===== src/rtl/mem_arbiter_pkg.sv =====
// Shared types and helpers for the instruction/data line-fill memory arbiter.
package arb_types;

  typedef enum logic [1:0] {
    IDLE    = 2'd0,
    SERVE_I = 2'd1,
    SERVE_D = 2'd2
  } arb_state_t;

  typedef enum logic {
    REQ_I = 1'b0,
    REQ_D = 1'b1
  } arb_req_t;

  localparam int unsigned ARB_LINE_W_DEFAULT = 256;

  // Mask that clears the byte-offset bits of a line address.
  function automatic logic [31:0] align_mask(input int unsigned off_w);
    return ~((32'd1 << off_w) - 32'd1);
  endfunction

endpackage


===== src/rtl/arb_pick.sv =====
// Combinational winner selection for mem_arbiter.
// ARB_ROUND_ROBIN_EN selects round-robin on contention; otherwise the data side always wins.
module arb_pick
  import arb_types::*;
(
  input  logic     i_req,
  input  logic     d_req,
  input  arb_req_t last_grant,
  output logic     grant_valid,
  output arb_req_t grant_id
);

`ifdef ARB_ROUND_ROBIN_EN
  // On contention the side that did not win last time is granted.
  always_comb begin
    grant_valid = i_req | d_req;
    grant_id    = REQ_I;
    if (i_req && d_req) begin
      grant_id = (last_grant == REQ_I) ? REQ_D : REQ_I;
    end else if (d_req) begin
      grant_id = REQ_D;
    end else begin
      grant_id = REQ_I;
    end
  end
`else
  logic unused_last_grant;
  assign unused_last_grant = last_grant;

  // Data misses stall the whole pipeline, so the data side takes every contention.
  always_comb begin
    grant_valid = i_req | d_req;
    grant_id    = REQ_I;
    if (d_req) begin
      grant_id = REQ_D;
    end else begin
      grant_id = REQ_I;
    end
  end
`endif

endmodule


===== src/rtl/mem_arbiter.sv =====
// Serializes I-cache and D-cache line misses onto one physical memory port.
// Contention policy is chosen in arb_pick via ARB_ROUND_ROBIN_EN.
module mem_arbiter
  import arb_types::*;
#(
  parameter int unsigned LINE_W = ARB_LINE_W_DEFAULT
) (
  input  logic              clk,
  input  logic              rst,
  input  logic              i_read,
  input  logic [31:0]       i_addr,
  output logic [LINE_W-1:0] i_rdata,
  output logic              i_resp,
  input  logic              d_read,
  input  logic              d_write,
  input  logic [31:0]       d_addr,
  input  logic [LINE_W-1:0] d_wdata,
  output logic [LINE_W-1:0] d_rdata,
  output logic              d_resp,
  output logic              pmem_read,
  output logic              pmem_write,
  output logic [31:0]       pmem_addr,
  output logic [LINE_W-1:0] pmem_wdata,
  input  logic [LINE_W-1:0] pmem_rdata,
  input  logic              pmem_resp
);

  localparam int unsigned OFF_W     = $clog2(LINE_W / 8);
  localparam logic [31:0] ADDR_MASK = align_mask(OFF_W);

  arb_state_t state_q, state_d;
  arb_req_t   last_grant_q, last_grant_d;
  logic       grant_valid_s;
  arb_req_t   grant_id_s;
  logic       serve_i_s, serve_d_s;

  arb_pick u_pick (
    .i_req       (i_read),
    .d_req       (d_read | d_write),
    .last_grant  (last_grant_q),
    .grant_valid (grant_valid_s),
    .grant_id    (grant_id_s)
  );

  // Next-state: grant only from IDLE, hold the grant until the memory responds.
  always_comb begin
    state_d      = state_q;
    last_grant_d = last_grant_q;
    case (state_q)
      IDLE: begin
        if (grant_valid_s) begin
          state_d      = (grant_id_s == REQ_D) ? SERVE_D : SERVE_I;
          last_grant_d = grant_id_s;
        end else begin
          state_d = IDLE;
        end
      end
      SERVE_I, SERVE_D: begin
        if (pmem_resp) begin
          state_d = IDLE;
        end else begin
          state_d = state_q;
        end
      end
      default: state_d = IDLE;
    endcase
  end

  // State and grant-history registers.
  always_ff @(posedge clk) begin
    if (rst) begin
      state_q      <= IDLE;
      last_grant_q <= REQ_I;
    end else begin
      state_q      <= state_d;
      last_grant_q <= last_grant_d;
    end
  end

  // Outputs are silenced while rst is high so an aborted transfer never completes.
  assign serve_i_s = (state_q == SERVE_I) && !rst;
  assign serve_d_s = (state_q == SERVE_D) && !rst;

  // Strobe decode and response routing from the registered state.
  always_comb begin
    pmem_read  = 1'b0;
    pmem_write = 1'b0;
    pmem_addr  = 32'd0;
    pmem_wdata = '0;
    i_rdata    = '0;
    i_resp     = 1'b0;
    d_rdata    = '0;
    d_resp     = 1'b0;
    if (serve_i_s) begin
      pmem_read = 1'b1;
      pmem_addr = i_addr & ADDR_MASK;
      i_resp    = pmem_resp;
      i_rdata   = pmem_rdata;
    end else if (serve_d_s) begin
      pmem_write = d_write;
      pmem_read  = d_read & ~d_write;
      pmem_addr  = d_addr & ADDR_MASK;
      pmem_wdata = d_wdata;
      d_resp     = pmem_resp;
      d_rdata    = pmem_rdata;
    end else begin
      pmem_read = 1'b0;
    end
  end

endmodule


===== config.mk =====
export PLATFORM = sky130hd
export DESIGN_NAME = mem_arbiter
export DESIGN_NICKNAME = d
export VERILOG_FILES = /design/src/rtl/mem_arbiter_pkg.sv /design/src/rtl/arb_pick.sv /design/src/rtl/mem_arbiter.sv
export SDC_FILE = /design/constraint.sdc
export NUM_CORES = 1
export LEC_CHECK = 0
export CORE_AREA = 4 4 530 532
export DETAILED_ROUTE_END_ITERATION = 8
export DIE_AREA = 0 0 534 536
export PLACE_DENSITY = 0.3
export SLEW_MARGIN = 5
export SYNTH_ARGS = -nofsm -noshare
export SYNTH_HDL_FRONTEND = slang
export SYNTH_HIERARCHICAL = 1
export SYNTH_SLANG_ARGS = --single-unit

===== constraint.sdc =====
create_clock -name clk -period 2.2 [get_ports clk]
set_input_delay 0.66 -clock clk [delete_from_list [all_inputs] [get_ports clk]]
set_output_delay 0.66 -clock clk [all_outputs]
set_load 0.005 [all_outputs]

==> results of run 1 <==
[report_power, final]
| group | internal, mW | switching (mW) | total (mW) |
|---|---|---|---|
| registers | 0.0404 | 0.00488 | 0.0453 |
| clock network | 0.231 | 0.0405 | 0.272 |
| logic | 3.66 | 2.55 | 6.21 |
[final cells by class]
cell class	count	share of cell area
inverters	3	0.000413
repair buffers	1828	0.670
flip-flops and latches	2	0.00135
well taps	3705	0.139
clock buffers	3	0.00225
multi-input cells	819	0.185
diodes	25	0.00188
[metrics by stage]
stage,hold slack [ns],total power [mW],setup WS (ns)
after floorplan,0.489,0.788,0.158
after global placement,0.515,5.19,-1.71
after detailed placement,0.551,5.17,-1.69
after CTS,0.567,6.11,-0.791
after global routing,0.619,6.86,-0.765
final,0.590,6.52,-0.693
[path summary, 6_finish.rpt]
kind         startpoint  cells past startpoint      endpoint  slack (ns)
max          state_q[1]                     12  i_rdata[140]       -0.69
min          state_q[0]                      2    state_q[0]        0.59
min reg2reg  state_q[0]                      2    state_q[0]        0.59
max reg2reg  state_q[1]                      6    state_q[0]        0.65
[worst register-to-register path, stage by stage, from the launching register on]
cell	delay, ns
dfxtp_2	0.34
inv_2	0.05
buf_4	0.12
buf_4	0.12
ha_1	0.30
nor2b_1	0.16
o41ai_1	0.32
[metal layers]
layer  global-route usage  routed length (µm)  vias to the layer above
li1                     -                   -                     6281
met1                0.168               88000                     6897
met2                0.242              104000                     1265
met3               0.0802               28300                      333
met4               0.0169                5390                       70
met5                    0                 446                        -
[what timing repair did]
item | CTS | global route
gates resized for setup | 781 | 1099
cloned | 25 | 48
hold endpoints to repair | 0 | 0
buffers inserted | 69 | 103
endpoints found under the setup margin | 799 | 799
pin swaps | 40 | 94
==> results.cfg, run 1 <==
[outcome]
status = finished with violations
violations = setup timing

[final_layout]
drive_gt1_frac = 0.578
final_area_um2 = 33300
fin_nets = 3242
largest_register_ff_count = 2
top_regs = state_q (2)
regMostFlops = state_q
ff_latch_area_um2 = 45.0
multi_input_area_um2 = 6150
final_cells = 6385
area_growth_pct = 468
fin_util = 0.121
fillCellCount = 31600
final_cell_mix = 583 x clkdlybuf4s50_1, 428 x and2_1, 368 x buf_12
final_common_cell = clkdlybuf4s50_1

[floorplanning]
coreArea_um2 = 276000
start_util = 0.0213
die_w_um = 534
die_area_um2 = 286000
num_rows = 193
die_y_um = 536
ios = 1386

[power]
cellPowerDensity_nw_per_um2 = 196
ir_worst_vdd_mv = 0.182
power_leakage_nw = 14.3

[critical_path]
required_ns = 1.54
critical_path.most_common_cell = buf_6
crit_path_top_delay_cell = dfxtp_2
max_stage_delay_ns = 0.34
path_cells = inv_2, ha_4, buf_6, nor2b_4, buf_12, buf_16, buf_4, clkbuf_16, buf_6, buf_6, and2_1, dlymetal6s2s_1
worstPathMaxFanout = 6
cp_num_buf_inv = 9
arrival_ns = 2.23
critPathTopFamily = buffers and inverters
cp-start-kind = register
crit_path_end_kind = output pin
timing_worst_setup_path_type = register to output pin

[cts]
clock_latency_ns = 0.22
cts.sinks = 2
cts_buffer_depth = 2
numCtsBuffers = 3
hold_buffers = 0
tritoncts = yes
path_clk_slew_ns = 0.03
cts-root-buf = clkbuf_16
htreeDepth = 1

[sta]
post-route-period-util = 1.32
final.setup.tns_ns = -394.46
worst_pin_slew_ns = 0.613
rsz0062_at_grt = true
maxSlewViolCount = 0
max_slew_margin = 0.591
setup_viol_count_final = 799
setup_ws_ns = -0.693
hold_viol = 0
fin_skew_ns = 0.00489
fmax_mhz = 346
timing.final.crit_period_ns = 2.89

[detailed_routing]
wl_per_cell_um = 35.5
firstDrtPassIters = 5
remaining_drc_errors = 0
drtAntennaViolNets = 0
via_per_inst = 2.33
drt_wl_total_mm = 227
vias = 14800
drt_iter0_markers = 574

[worst_hold_path]
hp-class = register to register

[synth]
syn_area_um2 = 5870
yosysWarnings = 6
synth_cells = 918
synth_area_per_cell_um2 = 6.39

[global_routing]
overflow = 0
grt_pass1_wl_mm = 251
antenna_found_initial = 167
grt_max_degree = 82
grt.total_usage = 0.145
grt_pass1_vias = 14800

[placement]
gp_congestion = 1.06
placed_cells = 6133
place_hpwl_mm = 203
io_buffers = 1370
placed_cell_area_um2 = 28700

[run]
drv_cap = 0
Note: power is estimated with default switching activity, not from simulation.
==> inputs of run 2 (changes only) <==
CAP_MARGIN = 5   (was not set)
CORE_AREA = 2 2 544 546   (was 4 4 530 532)
DIE_AREA = 0 0 546 548   (was 0 0 534 536)
==> results.cfg, run 2 (synthesis results as in run 1) <==
[global_routing]
grt.total_usage = 0.149
antenna_found_initial = 223
overflow = 0
grt_pass1_wl_mm = 265
grt_pass1_vias = 13900
grt_max_degree = 45

[sta]
setup_ws_ns = -0.767
maxSlewViolCount = 0
post-route-period-util = 1.35
timing.final.crit_period_ns = 2.97
fmax_mhz = 337
worst_pin_slew_ns = 0.877
max_slew_margin = 0.415
hold_viol = 0
rsz0062_at_grt = true
setup_viol_count_final = 799
fin_skew_ns = 0.00194

[power]
power_leakage_nw = 12.8
comb_power_share = 0.951
design_power_total_mw = 6.65
ir_worst_vdd_mv = 0.104
internal_power_mw = 3.94
cellPowerDensity_nw_per_um2 = 202
clkPwrFrac = 0.042
p_sw_mw = 2.71
p_seq_frac = 0.007
switching_share = 0.407

[detailed_routing]
drt_iter0_markers = 558
vias = 14300
drt_wl_total_mm = 239
remaining_drc_errors = 0
via_per_inst = 2.22
firstDrtPassIters = 4
wl_per_cell_um = 37.1
drtAntennaViolNets = 0

[floorplanning]
num_rows = 199
coreArea_um2 = 293000
die_area_um2 = 299000
die_y_um = 548
die_w_um = 546
ios = 1386
start_util = 0.0200

[critical_path]
cp-start-kind = register
timing_worst_setup_path_type = register to output pin
crit_path_end_kind = output pin
required_ns = 1.54
arrival_ns = 2.31
worstPathMaxFanout = 7

[final_layout]
final_area_um2 = 33000
top_regs = state_q (2)
largest_register_ff_count = 2
fin_nets = 3077
regMostFlops = state_q
fillCellCount = 33700
final_cell_mix = 705 x clkdlybuf4s50_1, 447 x buf_12, 397 x and2_1
drive_gt1_frac = 0.533
final_cells = 6445
final_common_cell = clkdlybuf4s50_1
area_growth_pct = 462

[worst_hold_path]
hp-class = register to register

[placement]
place_hpwl_mm = 218
placed_cell_area_um2 = 29000
io_buffers = 1370
gp_congestion = 0.906
placed_cells = 6238

[cts]
tritoncts = yes
clock_latency_ns = 0.23
cts.sinks = 2
numCtsBuffers = 3
cts-root-buf = clkbuf_16
hold_buffers = 0
htreeDepth = 1
path_clk_slew_ns = 0.03
cts_buffer_depth = 2

[run]
drv_cap = 0

[outcome]
violations = setup timing
status = finished with violations
==> run 2: cell types whose count changed in the layout (fill, tap and decap cells not counted), sizes merged, moves of 11 or more <==
cell / before / now
buf: 1047 / 856
clkbuf: 102 / 64
clkdlybuf4s50: 583 / 705
diode: 25 / 36
dlygate4sd2: 25 / 7
dlymetal6s2s: 44 / 12
==> run 2: layout make-up <==
type	count	area [µm²]	area share
Inverter	3	16.3	0.000493
Tap cell	3919	4900	0.149
Sequential cell	2	47.5	0.00144
Timing Repair Buffer	1663	21700	0.656
Clock buffer	3	75.1	0.00227
Antenna cell	36	90.1	0.00273
Multi-Input combinational cell	819	6210	0.188
==> run 2: metrics by stage <==
step	util	TNS, ns	hold slack [ns]	worst slack, ns
after global routing	0.112	-535.73	0.574	-0.869
after global placement	0.0989	-1020.68	0.503	-1.72
final	0.113	-467.72	0.559	-0.767
after CTS	0.105	-495.95	0.561	-0.820
after detailed placement	0.0989	-1027.96	0.535	-1.72
after floorplan	-	0	0.489	0.158
==> run 2: routing by layer <==
| metal | share of wire | wire length (µm) | global-route usage |
|---|---|---|---|
| met1 | 0.46 | 110000 | 0.199 |
| met2 | 0.43 | 103000 | 0.231 |
| met3 | 0.094 | 22600 | 0.0586 |
| met4 | 0.014 | 3330 | 0.0130 |
| met5 | 0.0023 | 559 | 0 |
==> run 2: worst paths after layout <==
path	from	endpoint	slack (ns)	depth (start not counted)
setup / recovery	state_q[1]	d_rdata[135]	-0.77	11
hold reg to reg	state_q[0]	state_q[0]	0.56	2
setup reg to reg	state_q[1]	state_q[0]	0.60	7
hold / removal	state_q[0]	state_q[0]	0.56	2
==> run 2: timing repair <==
action                                  CTS  global route
endpoints found under the setup margin  799           799
pin swaps                                34            79
cloned                                   18            43
setup buffers                            57            70
endpoints found under the hold margin     0             0
resized for setup                       584           760
==> run 2: critical path: stages (launching register included) <==
cell	delay, ns
dfxtp_4	0.37
inv_4	0.05
ha_4	0.17
nor3b_4	0.23
buf_12	0.17
buf_16	0.16
buf_16	0.14
buf_12	0.11
buf_16	0.16
buf_12	0.13
and2_4	0.20
buf_12	0.13
==> run 2: power groups by stage <==
| stage | Combinational, mW | Clock [mW] | Sequential, mW |
|---|---|---|---|
| 2_1_floorplan | 0.746 | 0 | 0.0427 |
| 3_3_place_gp | 5.26 | 0 | 0.0430 |
| 3_5_place_dp | 5.26 | 0 | 0.0438 |
| 4_1_cts | 5.86 | 0.283 | 0.0470 |
| 5_1_grt | 6.63 | 0.286 | 0.0479 |
| 6_report | 6.33 | 0.281 | 0.0473 |
==> inputs of run 3 (changes only) <==
SKIP_CTS_REPAIR_TIMING = 1   (was not set)
==> results.cfg, run 3 (synthesis results as in run 1) <==
[final_layout]
top_regs = state_q (2)
fillCellCount = 33700
drive_gt1_frac = 0.503
fin_nets = 3028
fin_util = 0.109
final_common_cell = clkdlybuf4s50_1
area_growth_pct = 446
regMostFlops = state_q
final_cells = 6398
largest_register_ff_count = 2
final_cell_mix = 735 x clkdlybuf4s50_1, 438 x buf_12, 398 x and2_1

[detailed_routing]
drt_wl_total_mm = 234
vias = 14100
remaining_drc_errors = 0
via_per_inst = 2.20
drt_iter0_markers = 531
drtAntennaViolNets = 0
firstDrtPassIters = 4
wl_per_cell_um = 36.6

[sta]
max_slew_margin = 0.511
fmax_mhz = 339
rsz0062_at_grt = true
hold_ws_ns = 0.562
fin_skew_ns = 0.00144
final.setup.tns_ns = -401.34
setup_ws_ns = -0.751
maxSlewViolCount = 0
timing.final.crit_period_ns = 2.95
post-route-period-util = 1.34
setup_viol_count_final = 798
hold_viol = 0
worst_pin_slew_ns = 0.733

[cts]
clock_latency_ns = 0.23
htreeDepth = 1
path_clk_slew_ns = 0.03
cts.sinks = 2
cts_buffer_depth = 2
cts-root-buf = clkbuf_16
tritoncts = yes
numCtsBuffers = 3

[global_routing]
antenna_found_initial = 216
overflow = 0
grt_pass1_wl_mm = 259
grt.total_usage = 0.145
grt_max_degree = 47
grt_pass1_vias = 13500

[power]
design_power_total_mw = 6.43
power_leakage_nw = 12.6
comb_power_share = 0.949
cellPowerDensity_nw_per_um2 = 201
p_seq_frac = 0.007
p_sw_mw = 2.64
switching_share = 0.411
ir_worst_vdd_mv = 0.125
internal_power_mw = 3.79
clkPwrFrac = 0.043

[floorplanning]
start_util = 0.0200
ios = 1386
die_w_um = 546
die_y_um = 548
num_rows = 199
coreArea_um2 = 293000
die_area_um2 = 299000

[critical_path]
max_stage_delay_ns = 0.89
cp-start-kind = input pin
arrival_ns = 2.29
crit_path_end_kind = output pin
rr_startpoint = state_q[1]
crit_path_top_delay_cell = clkdlybuf4s50_1
worstPathMaxFanout = 2
ff2ff_setup_slack_ns = 0.71
required_ns = 1.54
timing_worst_setup_path_type = input pin to output pin
reg2reg_depth = 6
reg2reg_to = state_q[0]
path_cells = clkdlybuf4s50_1, and2_1, clkdlybuf4s50_1
critical_path.most_common_cell = clkdlybuf4s50_1

[run]
drv_cap = 0

[placement]
place_hpwl_mm = 218
placed_cells = 6238
io_buffers = 1370
gp_congestion = 0.906

[worst_hold_path]
hold-path-cell-count = 2
min-delay-start = state_q[0]
hold_end = state_q[0]
hp-class = register to register

[outcome]
violations = setup timing
status = finished with violations
[run 3: how the worst max path moves through the flow]
stage	depth (start not counted)	slack, ns	to	start
after floorplan	5	0.16	pmem_addr[10]	rst
after global placement	6	-1.72	pmem_wdata[179]	rst
after detailed placement	6	-1.72	pmem_wdata[179]	rst
after CTS	6	-1.73	pmem_wdata[179]	rst
after global routing	7	-0.75	i_rdata[240]	state_q[1]
final	3	-0.75	i_rdata[122]	pmem_rdata[122]
[run 3: final cells by class]
| class | instances | area [µm²] | share of cell area |
|---|---|---|---|
| tap | 3919 | 4900 | 0.153 |
| sequential | 2 | 47.5 | 0.00148 |
| inverter | 3 | 16.3 | 0.000508 |
| antenna | 38 | 95.1 | 0.00297 |
| timing repair buffer | 1614 | 20700 | 0.646 |
| multi-input combinational | 819 | 6190 | 0.193 |
| clock buffer | 3 | 75.1 | 0.00234 |
[run 3: per-stage QoR]
stage	worst slack (ns)	cell area, µm²
global route	-0.751	32000
CTS	-1.73	29100
detailed placement	-1.72	29000
global placement	-1.72	29000
finish	-0.751	32000
floorplan	0.158	5880
[run 3: layer usage]
layer / part of all wire / vias to the layer above / GRT usage
li1: - / 5867 / -
met1: 0.46 / 6611 / 0.195
met2: 0.43 / 1251 / 0.224
met3: 0.096 / 298 / 0.0586
met4: 0.014 / 78 / 0.0125
met5: 0.0023 / - / 0
[run 3: power by group through the flow]
stage                     clock network, mW  registers, mW  logic (mW)
after floorplan                           0         0.0427       0.746
after global placement                    0         0.0430        5.26
after detailed placement                  0         0.0438        5.26
after CTS                             0.283         0.0433        5.28
after global routing                  0.286         0.0479        6.39
final                                 0.280         0.0471        6.10
[run 3: worst max-delay path: cells and delay by family]
kind / cells / cell delay (ns)
buf+inv: 2 / 1.41
simple gates: 1 / 0.22
